### src/rtl/pipe_hazard_ctrl_pkg.sv
// Shared constants, control-action encoding and helpers for the pipeline control unit.
package arm_pipe_pkg;

   localparam int IF_STG      = 0;
   localparam int ID_STG      = 1;
   localparam int EXE_STG     = 2;
   localparam int FWD_REGFILE = 0;

   typedef enum logic [2:0] {
      ACT_RUN,
      ACT_STALL,
      ACT_FLUSH,
      ACT_BUBBLE,
      ACT_RESET
   } ctrl_act_e;

   function automatic logic [31:0] sat_inc32(input logic [31:0] v);
      return (v == '1) ? v : v + 32'd1;
   endfunction

endpackage

### src/rtl/pipe_hazard_ctrl_if.sv
// Pipeline-side bundle for pipe_hazard_ctrl: decode/stage info in, enables/flushes/forwarding out.
interface pipe_hazard_ctrl_if
   import arm_pipe_pkg::*;
#(
   parameter int NUM_STAGES = 5,
   parameter int BR_STAGE   = EXE_STG,
   parameter int REG_W      = 4
);
   localparam int FWD_W = $clog2(NUM_STAGES - BR_STAGE);

   logic [REG_W-1:0]            id_src1;
   logic [REG_W-1:0]            id_src2;
   logic                        id_two_src;
   logic                        id_uses_src1;
   logic [NUM_STAGES*REG_W-1:0] stg_dst;
   logic [NUM_STAGES-1:0]       stg_wb_en;
   logic                        exe_mem_read;
   logic                        branch_taken;
   logic                        mem_stall;

   logic [NUM_STAGES-1:0]       stage_en;
   logic [NUM_STAGES-1:0]       stage_flush;
   logic [NUM_STAGES-1:0]       stage_valid;
   logic                        hazard;
   logic [FWD_W-1:0]            fwd_sel1;
   logic [FWD_W-1:0]            fwd_sel2;

   modport master (
      output id_src1, id_src2, id_two_src, id_uses_src1, stg_dst, stg_wb_en,
             exe_mem_read, branch_taken, mem_stall,
      input  stage_en, stage_flush, stage_valid, hazard, fwd_sel1, fwd_sel2
   );

   modport slave (
      input  id_src1, id_src2, id_two_src, id_uses_src1, stg_dst, stg_wb_en,
             exe_mem_read, branch_taken, mem_stall,
      output stage_en, stage_flush, stage_valid, hazard, fwd_sel1, fwd_sel2
   );
endinterface

### src/rtl/pipe_hazard_ctrl_fwd_match.sv
// Youngest-producer match for one EXE source over stages BR_STAGE+1..NUM_STAGES-1.
module pipe_fwd_match
   import arm_pipe_pkg::*;
#(
   parameter  int NUM_STAGES = 5,
   parameter  int BR_STAGE   = EXE_STG,
   parameter  int REG_W      = 4,
   localparam int FWD_W      = $clog2(NUM_STAGES - BR_STAGE)
) (
   input  logic [REG_W-1:0]            src,
   input  logic                        active,
   input  logic [NUM_STAGES*REG_W-1:0] stg_dst,
   input  logic [NUM_STAGES-1:0]       producer,
   output logic [FWD_W-1:0]            sel
);
   logic unused_low;
   assign unused_low = ^{stg_dst[(BR_STAGE+1)*REG_W-1:0], producer[BR_STAGE:0]};

   // Scan oldest to youngest so the youngest match is the one that sticks.
   always_comb begin
      sel = FWD_W'(FWD_REGFILE);
      if (active) begin
         for (int unsigned i = NUM_STAGES - 1; i > BR_STAGE; i--) begin
            if (producer[i] && (stg_dst[i*REG_W +: REG_W] == src))
               sel = FWD_W'(i - BR_STAGE);
         end
      end
   end
endmodule

### src/rtl/pipe_hazard_ctrl.sv
// Unified pipeline freeze/flush/hazard/forwarding control.
// Optional performance counters are built when PIPE_PERF_CNT_EN is defined.
module pipe_hazard_ctrl
   import arm_pipe_pkg::*;
#(
   parameter int NUM_STAGES = 5,
   parameter int BR_STAGE   = EXE_STG,
   parameter int REG_W      = 4
) (
   input  logic              clk,
   input  logic              rst,
   input  logic              forwarding_en,
   pipe_hazard_ctrl_if.slave bus,
   output logic [31:0]       stall_cnt,
   output logic [31:0]       hazard_cnt,
   output logic [31:0]       flush_cnt
);
   localparam int FWD_W = $clog2(NUM_STAGES - BR_STAGE);

   logic [NUM_STAGES-1:0] valid_q;
   logic [NUM_STAGES-1:0] producer;
   logic [NUM_STAGES-1:0] en;
   logic [NUM_STAGES-1:0] flush;
   logic [REG_W-1:0]      exe_src1, exe_src2;
   logic                  exe_use1, exe_use2;
   logic                  hazard_raw, branch_apply;
   logic [FWD_W-1:0]      sel1, sel2;
   ctrl_act_e             act;

   assign producer     = valid_q & bus.stg_wb_en;
   assign branch_apply = bus.branch_taken & valid_q[BR_STAGE];

   // With forwarding only a load in EXE stalls ID; without it any producer up to MEM does.
   always_comb begin : hazard_detect
      logic [REG_W-1:0] dst;
      logic             hit;
      hazard_raw = 1'b0;
      dst        = '0;
      hit        = 1'b0;
      if (!rst && valid_q[ID_STG] && !branch_apply) begin
         for (int unsigned j = BR_STAGE; j <= NUM_STAGES - 2; j++) begin
            dst = bus.stg_dst[j*REG_W +: REG_W];
            hit = producer[j] && ((bus.id_uses_src1 && (bus.id_src1 == dst)) ||
                                  (bus.id_two_src   && (bus.id_src2 == dst)));
            if (hit && (forwarding_en ? ((j == BR_STAGE) && bus.exe_mem_read) : 1'b1))
               hazard_raw = 1'b1;
         end
      end
   end

   always_comb begin
      if (rst)                act = ACT_RESET;
      else if (bus.mem_stall) act = ACT_STALL;
      else if (branch_apply)  act = ACT_FLUSH;
      else if (hazard_raw)    act = ACT_BUBBLE;
      else                    act = ACT_RUN;
   end

   always_comb begin
      en    = '1;
      flush = '0;
      case (act)
         ACT_RESET: begin
            en    = '0;
            flush = '1;
         end
         ACT_STALL: en = '0;
         ACT_FLUSH: begin
            for (int unsigned i = ID_STG; i <= BR_STAGE; i++) flush[i] = 1'b1;
         end
         ACT_BUBBLE: begin
            en[IF_STG]      = 1'b0;
            en[ID_STG]      = 1'b0;
            flush[BR_STAGE] = 1'b1;
         end
         default: ;
      endcase
   end

   always_ff @(posedge clk) begin
      if (rst) begin
         valid_q <= '0;
      end else begin
         valid_q[IF_STG] <= 1'b1;
         for (int unsigned i = 1; i < NUM_STAGES; i++)
            if (en[i]) valid_q[i] <= valid_q[i-1] & ~flush[i];
      end
   end

   always_ff @(posedge clk) begin
      if (rst || flush[BR_STAGE]) begin
         exe_src1 <= '0;
         exe_src2 <= '0;
         exe_use1 <= 1'b0;
         exe_use2 <= 1'b0;
      end else if (en[BR_STAGE]) begin
         exe_src1 <= bus.id_src1;
         exe_src2 <= bus.id_src2;
         exe_use1 <= bus.id_uses_src1;
         exe_use2 <= bus.id_two_src;
      end
   end

   pipe_fwd_match #(.NUM_STAGES(NUM_STAGES), .BR_STAGE(BR_STAGE), .REG_W(REG_W)) u_fwd1 (
      .src      (exe_src1),
      .active   (exe_use1 & forwarding_en & ~rst),
      .stg_dst  (bus.stg_dst),
      .producer (producer),
      .sel      (sel1)
   );

   pipe_fwd_match #(.NUM_STAGES(NUM_STAGES), .BR_STAGE(BR_STAGE), .REG_W(REG_W)) u_fwd2 (
      .src      (exe_src2),
      .active   (exe_use2 & forwarding_en & ~rst),
      .stg_dst  (bus.stg_dst),
      .producer (producer),
      .sel      (sel2)
   );

   assign bus.stage_en    = en;
   assign bus.stage_flush = flush;
   assign bus.stage_valid = valid_q;
   assign bus.hazard      = hazard_raw;
   assign bus.fwd_sel1    = sel1;
   assign bus.fwd_sel2    = sel2;

`ifdef PIPE_PERF_CNT_EN
   logic [31:0] stall_q, hazard_q, flush_q;

   always_ff @(posedge clk) begin
      if (rst) begin
         stall_q  <= '0;
         hazard_q <= '0;
         flush_q  <= '0;
      end else begin
         if (act == ACT_STALL)  stall_q  <= sat_inc32(stall_q);
         if (act == ACT_BUBBLE) hazard_q <= sat_inc32(hazard_q);
         if (act == ACT_FLUSH)  flush_q  <= sat_inc32(flush_q);
      end
   end

   assign stall_cnt  = stall_q;
   assign hazard_cnt = hazard_q;
   assign flush_cnt  = flush_q;
`else
   assign stall_cnt  = '0;
   assign hazard_cnt = '0;
   assign flush_cnt  = '0;
`endif
endmodule

### src/flat_wrapper.sv
// flat-port wrapper written by rule: the top's interface ports become plain ports
module pipe_hazard_ctrl_flat import arm_pipe_pkg::*;
#(
   parameter int NUM_STAGES = 5,
   parameter int BR_STAGE   = EXE_STG,
   parameter int REG_W      = 4
)
  (clk, rst, forwarding_en, stall_cnt, hazard_cnt, flush_cnt, bus_id_src1, bus_id_src2, bus_id_two_src, bus_id_uses_src1, bus_stg_dst, bus_stg_wb_en, bus_exe_mem_read, bus_branch_taken, bus_mem_stall, bus_stage_en, bus_stage_flush, bus_stage_valid, bus_hazard, bus_fwd_sel1, bus_fwd_sel2);
  pipe_hazard_ctrl_if #(.NUM_STAGES(NUM_STAGES), .BR_STAGE(BR_STAGE), .REG_W(REG_W)) bus_i ();
  input  logic clk;
  input  logic rst;
  input  logic forwarding_en;
  output logic [31:0] stall_cnt;
  output logic [31:0] hazard_cnt;
  output logic [31:0] flush_cnt;
  input wire logic [$bits(bus_i.id_src1)-1:0] bus_id_src1;
  input wire logic [$bits(bus_i.id_src2)-1:0] bus_id_src2;
  input wire logic [$bits(bus_i.id_two_src)-1:0] bus_id_two_src;
  input wire logic [$bits(bus_i.id_uses_src1)-1:0] bus_id_uses_src1;
  input wire logic [$bits(bus_i.stg_dst)-1:0] bus_stg_dst;
  input wire logic [$bits(bus_i.stg_wb_en)-1:0] bus_stg_wb_en;
  input wire logic [$bits(bus_i.exe_mem_read)-1:0] bus_exe_mem_read;
  input wire logic [$bits(bus_i.branch_taken)-1:0] bus_branch_taken;
  input wire logic [$bits(bus_i.mem_stall)-1:0] bus_mem_stall;
  output wire logic [$bits(bus_i.stage_en)-1:0] bus_stage_en;
  output wire logic [$bits(bus_i.stage_flush)-1:0] bus_stage_flush;
  output wire logic [$bits(bus_i.stage_valid)-1:0] bus_stage_valid;
  output wire logic [$bits(bus_i.hazard)-1:0] bus_hazard;
  output wire logic [$bits(bus_i.fwd_sel1)-1:0] bus_fwd_sel1;
  output wire logic [$bits(bus_i.fwd_sel2)-1:0] bus_fwd_sel2;
  assign bus_i.id_src1 = bus_id_src1;
  assign bus_i.id_src2 = bus_id_src2;
  assign bus_i.id_two_src = bus_id_two_src;
  assign bus_i.id_uses_src1 = bus_id_uses_src1;
  assign bus_i.stg_dst = bus_stg_dst;
  assign bus_i.stg_wb_en = bus_stg_wb_en;
  assign bus_i.exe_mem_read = bus_exe_mem_read;
  assign bus_i.branch_taken = bus_branch_taken;
  assign bus_i.mem_stall = bus_mem_stall;
  assign bus_stage_en = bus_i.stage_en;
  assign bus_stage_flush = bus_i.stage_flush;
  assign bus_stage_valid = bus_i.stage_valid;
  assign bus_hazard = bus_i.hazard;
  assign bus_fwd_sel1 = bus_i.fwd_sel1;
  assign bus_fwd_sel2 = bus_i.fwd_sel2;
  pipe_hazard_ctrl #(.NUM_STAGES(NUM_STAGES), .BR_STAGE(BR_STAGE), .REG_W(REG_W)) u_core (.clk(clk), .rst(rst), .forwarding_en(forwarding_en), .bus(bus_i), .stall_cnt(stall_cnt), .hazard_cnt(hazard_cnt), .flush_cnt(flush_cnt));
endmodule
### config.mk
export PLATFORM = sky130hd
export DESIGN_NAME = pipe_hazard_ctrl_flat
export DESIGN_NICKNAME = d
export VERILOG_FILES = /design/src/rtl/pipe_hazard_ctrl_pkg.sv /design/src/rtl/pipe_hazard_ctrl_if.sv /design/src/rtl/pipe_hazard_ctrl_fwd_match.sv /design/src/rtl/pipe_hazard_ctrl.sv /design/src/flat_wrapper.sv
export SDC_FILE = /design/constraint.sdc
export NUM_CORES = 1
export LEC_CHECK = 0
export CAP_MARGIN = 15
export CORE_AREA = 5 5 75 77
export CTS_BUF_LIST = sky130_fd_sc_hd__clkbuf_8 sky130_fd_sc_hd__clkbuf_16
export DETAILED_ROUTE_END_ITERATION = 7
export DIE_AREA = 0 0 80 82
export DONT_BUFFER_PORTS = 1
export SETUP_SLACK_MARGIN = 0.4
export SLEW_MARGIN = 5
export SYNTH_ARGS = -nofsm -noshare
export SYNTH_HDL_FRONTEND = slang
export SYNTH_HIERARCHICAL = 1
export SYNTH_SLANG_ARGS = --single-unit
export TNS_END_PERCENT = 30
### constraint.sdc
create_clock -name clk -period 4.7 [get_ports clk]
set_input_delay 0.94 -clock clk [delete_from_list [all_inputs] [get_ports clk]]
set_output_delay 0.94 -clock clk [all_outputs]
set_load 0.02 [all_outputs]
==> results.toml, run 1 <==
[drt]
via_per_inst = 3.873
postRouteAntennaNets = 0
drtIter0Drc = 32
wl_met3_um = 449
wirelength_um = 3681
vias = 1127
drt_pass1_iterations = 4
wl_met2_um = 1845
top_layer = "met4"
m1WireLength_um = 1378
drc_errors = 0
wl_per_cell_um = 12.65

[global_routing]
grt_max_degree = 12
grt_usage = 0.09452
grt_pass1_wl_um = 4761
grt_antenna_before_repair = 0
grt_pass1_vias = 920
grt_overflow = 0

[sta]
tightest_slew_ps = 776.7
rsz0062_at_grt = "no"
finalSetupTns_ps = 0
hold_viol_final = 0
skew_ps = 2.878
fmax_mhz = 305.2
min_period_ps = 3277
finalMaxSlewViolations = 0
setup_ws_ps = 1423
setup_viol = 0
relSlewSlack = 0.4782
fin_crit_sh = 0.6972

[critical_path]
cp-start-kind = "input port"
path_buf_inv = 0
worstSetupEndpointType = "primary output"
crit_family = "compound AO/OA/AOI/OAI gates"
slowest_stage = "o21ai_0"
crit_chain = "xor2_1, nor4_1, a32o_2, nor2_1, o21ai_0"
worstPathRequired_ps = 3760
critPathMaxStageDelay_ps = 550
worstPathArrival_ps = 2340
worstPathMaxFanout = 4
path_class = "input port to primary output"

[final_layout]
antennaDiodeCount = 0
final_util = 0.3234
final_cell_mix = "conb_1, xnor2_1, dfxtp_1"
nNetsFinal = 263
drive_gt1_frac = 0.08145
fillCellCount = 527
fin_cells = 291
layout_commonest_cell = "conb_1"
area_growth_pct = -15.25
multi_input_area_mm2 = 0.001140
area.sequential_um2 = 300.3

[floorplan]
start_util = 0.3816
die_x_um = 80
die_h_um = 82
pin_count = 157
coreArea_mm2 = 0.004945
core.rowCount = 26
dieArea_mm2 = 0.006560

[pwr]
ir_drop_v = 0.0001481
finalPower_w = 0.0003640
power_leakage_nw = 0.7797
p_per_area_mw_per_mm2 = 227.6

[status]
status = "completed"

[placed_design]
io_buffers = 0
dp.cells = 287
pre_cts_slack_ps = 1450
place_hpwl_um = 3275
routabilityCongestion = 0.8849

[clock_tree]
cts_setup_buffers = 0
cts_tree = "done"
cts_max_level = 1
clock_latency_ps = 240
cts-root-buf = "clkbuf_8"
clockBufferDepth = 2
clk_pin_slew_worst_paths_ps = 60
ctsResizeCount = 0
cts_buffers = 3
cts.sinks = 15
hold_buffers = 0

[job]
maxCapViolations = 0

[synth]
ys_warn_count = 6
syn_inst = 227
syn-cell-area_mm2 = 0.001887
synth_area_per_cell_um2 = 8.312

[hold_path]
hold_path_class = "flip-flop to flip-flop"
[final timing paths]
path                                  start                 end  slack [ps]  cells after the start
hold / removal              u_core/exe_use2     u_core/exe_use2         520                      2
setup reg to reg  u_core/bus.stage_valid[2]     u_core/exe_use1        2750                      5
hold reg to reg             u_core/exe_use2     u_core/exe_use2         520                      2
setup / recovery             bus_id_src2[3]  bus_stage_flush[2]        1420                      5
[tightest hold or removal path, cell delays in order (launching register included)]
cell and delay (ps):
dfxtp_1 320, mux2i_1 70, nor3_2 90
[area by class of cell]
cell class	count	area share
flip-flops and latches	15	0.1878
well taps	70	0.05477
clock buffers	3	0.02582
repair buffers	1	0.004695
inverters	5	0.01174
clock inverters	1	0.002347
multi-input cells	196	0.7128
[state kept, by name, indices dropped and copies added, names as in the netlist]
register,cells
u_core/exe_use2,1
u_core/exe_use1,1
u_core/bus.stage_valid,5
u_core/exe_src2,4
u_core/exe_src1,4
[where the power goes]
| group | switching (W) | internal, W |
|---|---|---|
| combinational | 0.0000966 | 0.0000263 |
| clock | 0.0000423 | 0.0000577 |
| sequential | 0.00000807 | 0.000133 |
| total | 0.000147 | 0.000217 |
[per-layer routing]
| metal | global-route usage | vias up |
|---|---|---|
| li1 | - | 530 |
| met1 | 0.1179 | 512 |
| met2 | 0.1656 | 83 |
| met3 | 0.01864 | 2 |
| met4 | 0.02534 | 0 |
| met5 | 0 | - |
[through the flow]
stage	cell area, µm²	hold slack, ps
CTS	1599	527.8
global route	1599	560.8
global placement	1554	496.6
finish	1599	522.5
floorplan	2243	487.0
detailed placement	1554	514.0
Power figures use the tool's default switching activity.
==> inputs of run 2 (changes only) <==
==> constraint.sdc (replaced) <==
create_clock -name clk -period 2.9 [get_ports clk]
set_input_delay 0.58 -clock clk [delete_from_list [all_inputs] [get_ports clk]]
set_output_delay 0.58 -clock clk [all_outputs]
set_load 0.02 [all_outputs]
==> results.toml, run 2 (synthesis gave the netlist of run 1 again) <==
[status]
status = "completed"

[drt]
drc_errors = 0
postRouteAntennaNets = 0
wl_per_cell_um = 12.38
wirelength_um = 3663
vias = 1147
via_per_inst = 3.875
drtIter0Drc = 28
drt_pass1_iterations = 4

[critical_path]
worstPathMaxFanout = 4
worstSetupEndpointType = "primary output"
cp-start-kind = "input port"
worstPathRequired_ps = 2320
crit_chain = "xor2_1, nor4_1, a32o_2, o21bai_1, and2_2"
path_class = "input port to primary output"
crit_family = "simple AND/OR/NAND/NOR gates"
slowest_stage = "nor4_1"
critPathMaxStageDelay_ps = 380
worstPathArrival_ps = 1790
path_buf_inv = 0

[clock_tree]
clock_latency_ps = 240
cts-root-buf = "clkbuf_8"
cts_max_level = 1
clockBufferDepth = 2
cts_setup_buffers = 0
clk_pin_slew_worst_paths_ps = 60
cts_buffers = 3
cts.sinks = 15
cts_tree = "done"

[pwr]
p_per_area_mw_per_mm2 = 365.2
power_leakage_nw = 0.8048
ir_drop_v = 0.0002329
finalPower_w = 0.0005987

[global_routing]
grt_pass1_wl_um = 4871
grt_usage = 0.09581
grt_pass1_vias = 960
grt_max_degree = 14
grt_antenna_before_repair = 0
grt_overflow = 0

[hold_path]
hold_path_class = "input port to flip-flop"

[floorplan]
dieArea_mm2 = 0.006560
die_x_um = 80
pin_count = 157
coreArea_mm2 = 0.004945
core.rowCount = 26
die_h_um = 82
start_util = 0.3816

[placed_design]
place_hpwl_um = 3270
io_buffers = 0
routabilityCongestion = 0.8477

[sta]
relSlewSlack = 0.5602
skew_ps = 2.343
min_period_ps = 2375
finalMaxSlewViolations = 0
rsz0062_at_grt = "no"
fin_crit_sh = 0.8189
hold_viol_final = 0
tightest_slew_ps = 659.8
finalSetupTns_ps = 0
setup_viol = 0
fmax_mhz = 421.1

[final_layout]
multi_input_area_mm2 = 0.001141
drive_gt1_frac = 0.1106
area.sequential_um2 = 300.3
final_cell_mix = "conb_1, xnor2_1, dfxtp_1"
area_growth_pct = -13.13
largest_reg_flops = 5
fillCellCount = 543
antennaDiodeCount = 0
nNetsFinal = 268
layout_commonest_cell = "conb_1"

[job]
maxCapViolations = 0
-- run 2: metrics by stage --
| step | hold WS, ps | cells | instance area (µm²) | util | setup slack (ps) |
|---|---|---|---|---|---|
| floorplan | 487.0 | 322 | 2243 | - | 519.5 |
| global placement | 498.7 | 292 | 1592 | 0.3219 | 564.2 |
| detailed placement | 513.3 | 292 | 1592 | 0.3219 | 561.1 |
| CTS | 392.2 | 296 | 1638 | 0.3312 | 523.8 |
| global route | 386.5 | 296 | 1639 | 0.3315 | 411.0 |
| finish | 397.4 | 296 | 1639 | 0.3315 | 525.2 |
-- run 2: worst register-to-register path, cell delays in order, from the launching register on --
cell	delay, ps
dfxtp_1	490
nand2_1	170
nor3b_1	250
a32o_2	210
o21ba_1	580
nor3_2	90
-- run 2: path summary, 6_finish.rpt --
kind,end,start,depth (start not counted),slack (ps)
hold reg to reg,u_core/exe_use2,u_core/exe_use2,2,530
hold / removal,u_core/bus.stage_valid[4],rst,1,400
setup / recovery,bus_stage_en[1],bus_id_src1[2],5,530
setup reg to reg,u_core/exe_src1[3],u_core/bus.stage_valid[3],5,990
-- run 2: where the power goes --
part           leakage (nW)  internal [W]  switching (W)
clock                0.0255     0.0000950      0.0000730
sequential            0.123      0.000216      0.0000116
combinational         0.657     0.0000456       0.000158
total                 0.805      0.000356       0.000242
-- run 2: what timing repair did --
item / in CTS / in global routing
gates resized for setup: 0 / 1
endpoints found under the setup margin: 0 / 2
hold buffers: 0 / 0
-- run 2: final cells by class --
cell class,count,area share
tap,70,0.05344
sequential,15,0.1832
clock buffer,3,0.02519
inverter,5,0.01145
timing repair buffer,6,0.02748
multi-input combinational,196,0.6962
clock inverter,1,0.003053
-- run 2: metal layers --
| layer | part of all wire | track usage | routed length, µm | vias up |
|---|---|---|---|---|
| li1 | - | - | - | 537 |
| met1 | 0.36 | 0.1215 | 1327 | 518 |
| met2 | 0.51 | 0.1697 | 1871 | 90 |
| met5 | 0 | 0 | 0 | - |
| met3 | 0.12 | 0.01316 | 456 | 2 |
| met4 | 0.0022 | 0.02534 | 8 | 0 |
==> inputs of run 3 (changes only) <==
==> constraint.sdc (replaced) <==
create_clock -name clk -period 2.2 [get_ports clk]
set_input_delay 0.44 -clock clk [delete_from_list [all_inputs] [get_ports clk]]
set_output_delay 0.44 -clock clk [all_outputs]
set_load 0.02 [all_outputs]
==> results.toml, run 3 (synthesis gave the netlist of run 1 again) <==
[critical_path]
reg2reg_to = "u_core/exe_src2[2]"
r2r_cells = 4
worstPathMaxFanout = 4
worstSetupStartpoint = "bus_id_src1[3]"
crit_end = "bus_stage_en[1]"
worstSetupEndpointType = "primary output"
worstPathRequired_ps = 1760
cp-start-kind = "input port"
worstPathArrival_ps = 1460
reg2reg_slack_ps = 660
regToRegStartpoint = "u_core/bus.stage_valid[2]"
path_class = "input port to primary output"

[pwr]
ir_drop_v = 0.0004224
p_per_area_mw_per_mm2 = 457.7
power_leakage_nw = 0.8178

[floorplan]
start_util = 0.3816
coreArea_mm2 = 0.004945
die_x_um = 80
die_h_um = 82
core.rowCount = 26
pin_count = 157
dieArea_mm2 = 0.006560

[drt]
drtIter0Drc = 23
wl_per_cell_um = 12.64
m1WireLength_um = 1303
vias = 1151
wirelength_um = 3780
drt_pass1_iterations = 4
drc_errors = 0
wl_met3_um = 495
top_layer = "met4"
wl_met2_um = 1968
via_per_inst = 3.849
postRouteAntennaNets = 0

[clock_tree]
clockBufferDepth = 2
hold_buffers = 0
cts_max_level = 1
cts-root-buf = "clkbuf_8"
cts_tree = "done"
clock_latency_ps = 240
clk_pin_slew_worst_paths_ps = 60
cts.sinks = 15
cts_buffers = 3

[placed_design]
routabilityCongestion = 0.7328
place_hpwl_um = 3269
io_buffers = 0

[job]
maxCapViolations = 0

[sta]
fin_crit_sh = 0.8617
min_period_ps = 1896
finalMaxSlewViolations = 0
rsz0062_at_grt = "yes"
skew_ps = 2.691
setup_viol = 0
fmax_mhz = 527.5
finalSetupTns_ps = 0
hold_viol_final = 0

[final_layout]
drive_gt1_frac = 0.1616
largest_reg_flops = 5
area_growth_pct = -7.228
fillCellCount = 536
final_util = 0.3540
layout_commonest_cell = "conb_1"
final_cell_mix = "conb_1, xnor2_1, dfxtp_1"
antennaDiodeCount = 0
nNetsFinal = 271

[status]
status = "completed"

[hold_path]
hold_path_class = "input port to flip-flop"
hold_path_depth = 1

[global_routing]
grt_pass1_vias = 949
grt_pass1_wl_um = 4560
grt_usage = 0.09101
grt_antenna_before_repair = 0
grt_max_degree = 12
grt_overflow = 0
## run 3: final cells by class
class | instances | area [µm²] | area share
clock buffers | 3 | 41.29 | 0.02359
clock inverters | 1 | 3.754 | 0.002144
inverters | 5 | 22.52 | 0.01287
multi-input cells | 196 | 1230 | 0.7026
flip-flops and latches | 15 | 300.3 | 0.1716
well taps | 70 | 87.58 | 0.05004
repair buffers | 8 | 60.06 | 0.03431
repair inverters | 1 | 5.005 | 0.002859
## run 3: worst min path at each step
stage | start | to | slack, ps
2_1_floorplan | u_core/exe_use1 | u_core/exe_use1 | 490
3_3_place_gp | u_core/exe_use1 | u_core/exe_use1 | 500
3_5_place_dp | u_core/exe_use1 | u_core/exe_use1 | 510
4_1_cts | rst | u_core/bus.stage_valid[3] | 260
5_1_grt | rst | u_core/bus.stage_valid[3] | 250
6_report | rst | u_core/bus.stage_valid[3] | 260
## run 3: routing by layer
metal | vias to the layer above | GRT usage
met5 | - | 0
met4 | 0 | 0.02534
met3 | 2 | 0.02522
met2 | 84 | 0.1664
met1 | 526 | 0.1033
li1 | 539 | -
## run 3: stage by stage
| stage | cell area [µm²] | hold slack, ps | instances | setup slack, ps | power (W) |
|---|---|---|---|---|---|
| CTS | 1677 | 256.8 | 297 | 296.2 | 0.0007880 |
| floorplan | 2256 | 487.0 | 322 | 293.4 | 0.0006935 |
| finish | 1750 | 258.4 | 299 | 304.3 | 0.0008011 |
| global route | 1750 | 252.3 | 299 | 237.8 | 0.0008340 |
| global placement | 1605 | 498.5 | 293 | 262.8 | 0.0005664 |
| detailed placement | 1605 | 505.3 | 293 | 221.7 | 0.0005683 |
## run 3: what timing repair did
action | CTS | global route
resized for setup | 5 | 9
endpoints found under the setup margin | 9 | 9
cloned | 0 | 1
setup buffers | 0 | 1
pin swaps | 4 | 3
## run 3: critical path: stages
cell,delay [ps]
xor2_1,240
nor4_4,70
a32o_2,290
o21bai_2,170
and2_4,240
## run 3: report_power, final
part           internal (W)  switching [W]  leakage [nW]  total [W]
Combinational     0.0000655       0.000219         0.668   0.000285
Clock              0.000123      0.0000943        0.0269   0.000218
Sequential         0.000284      0.0000143         0.123   0.000299
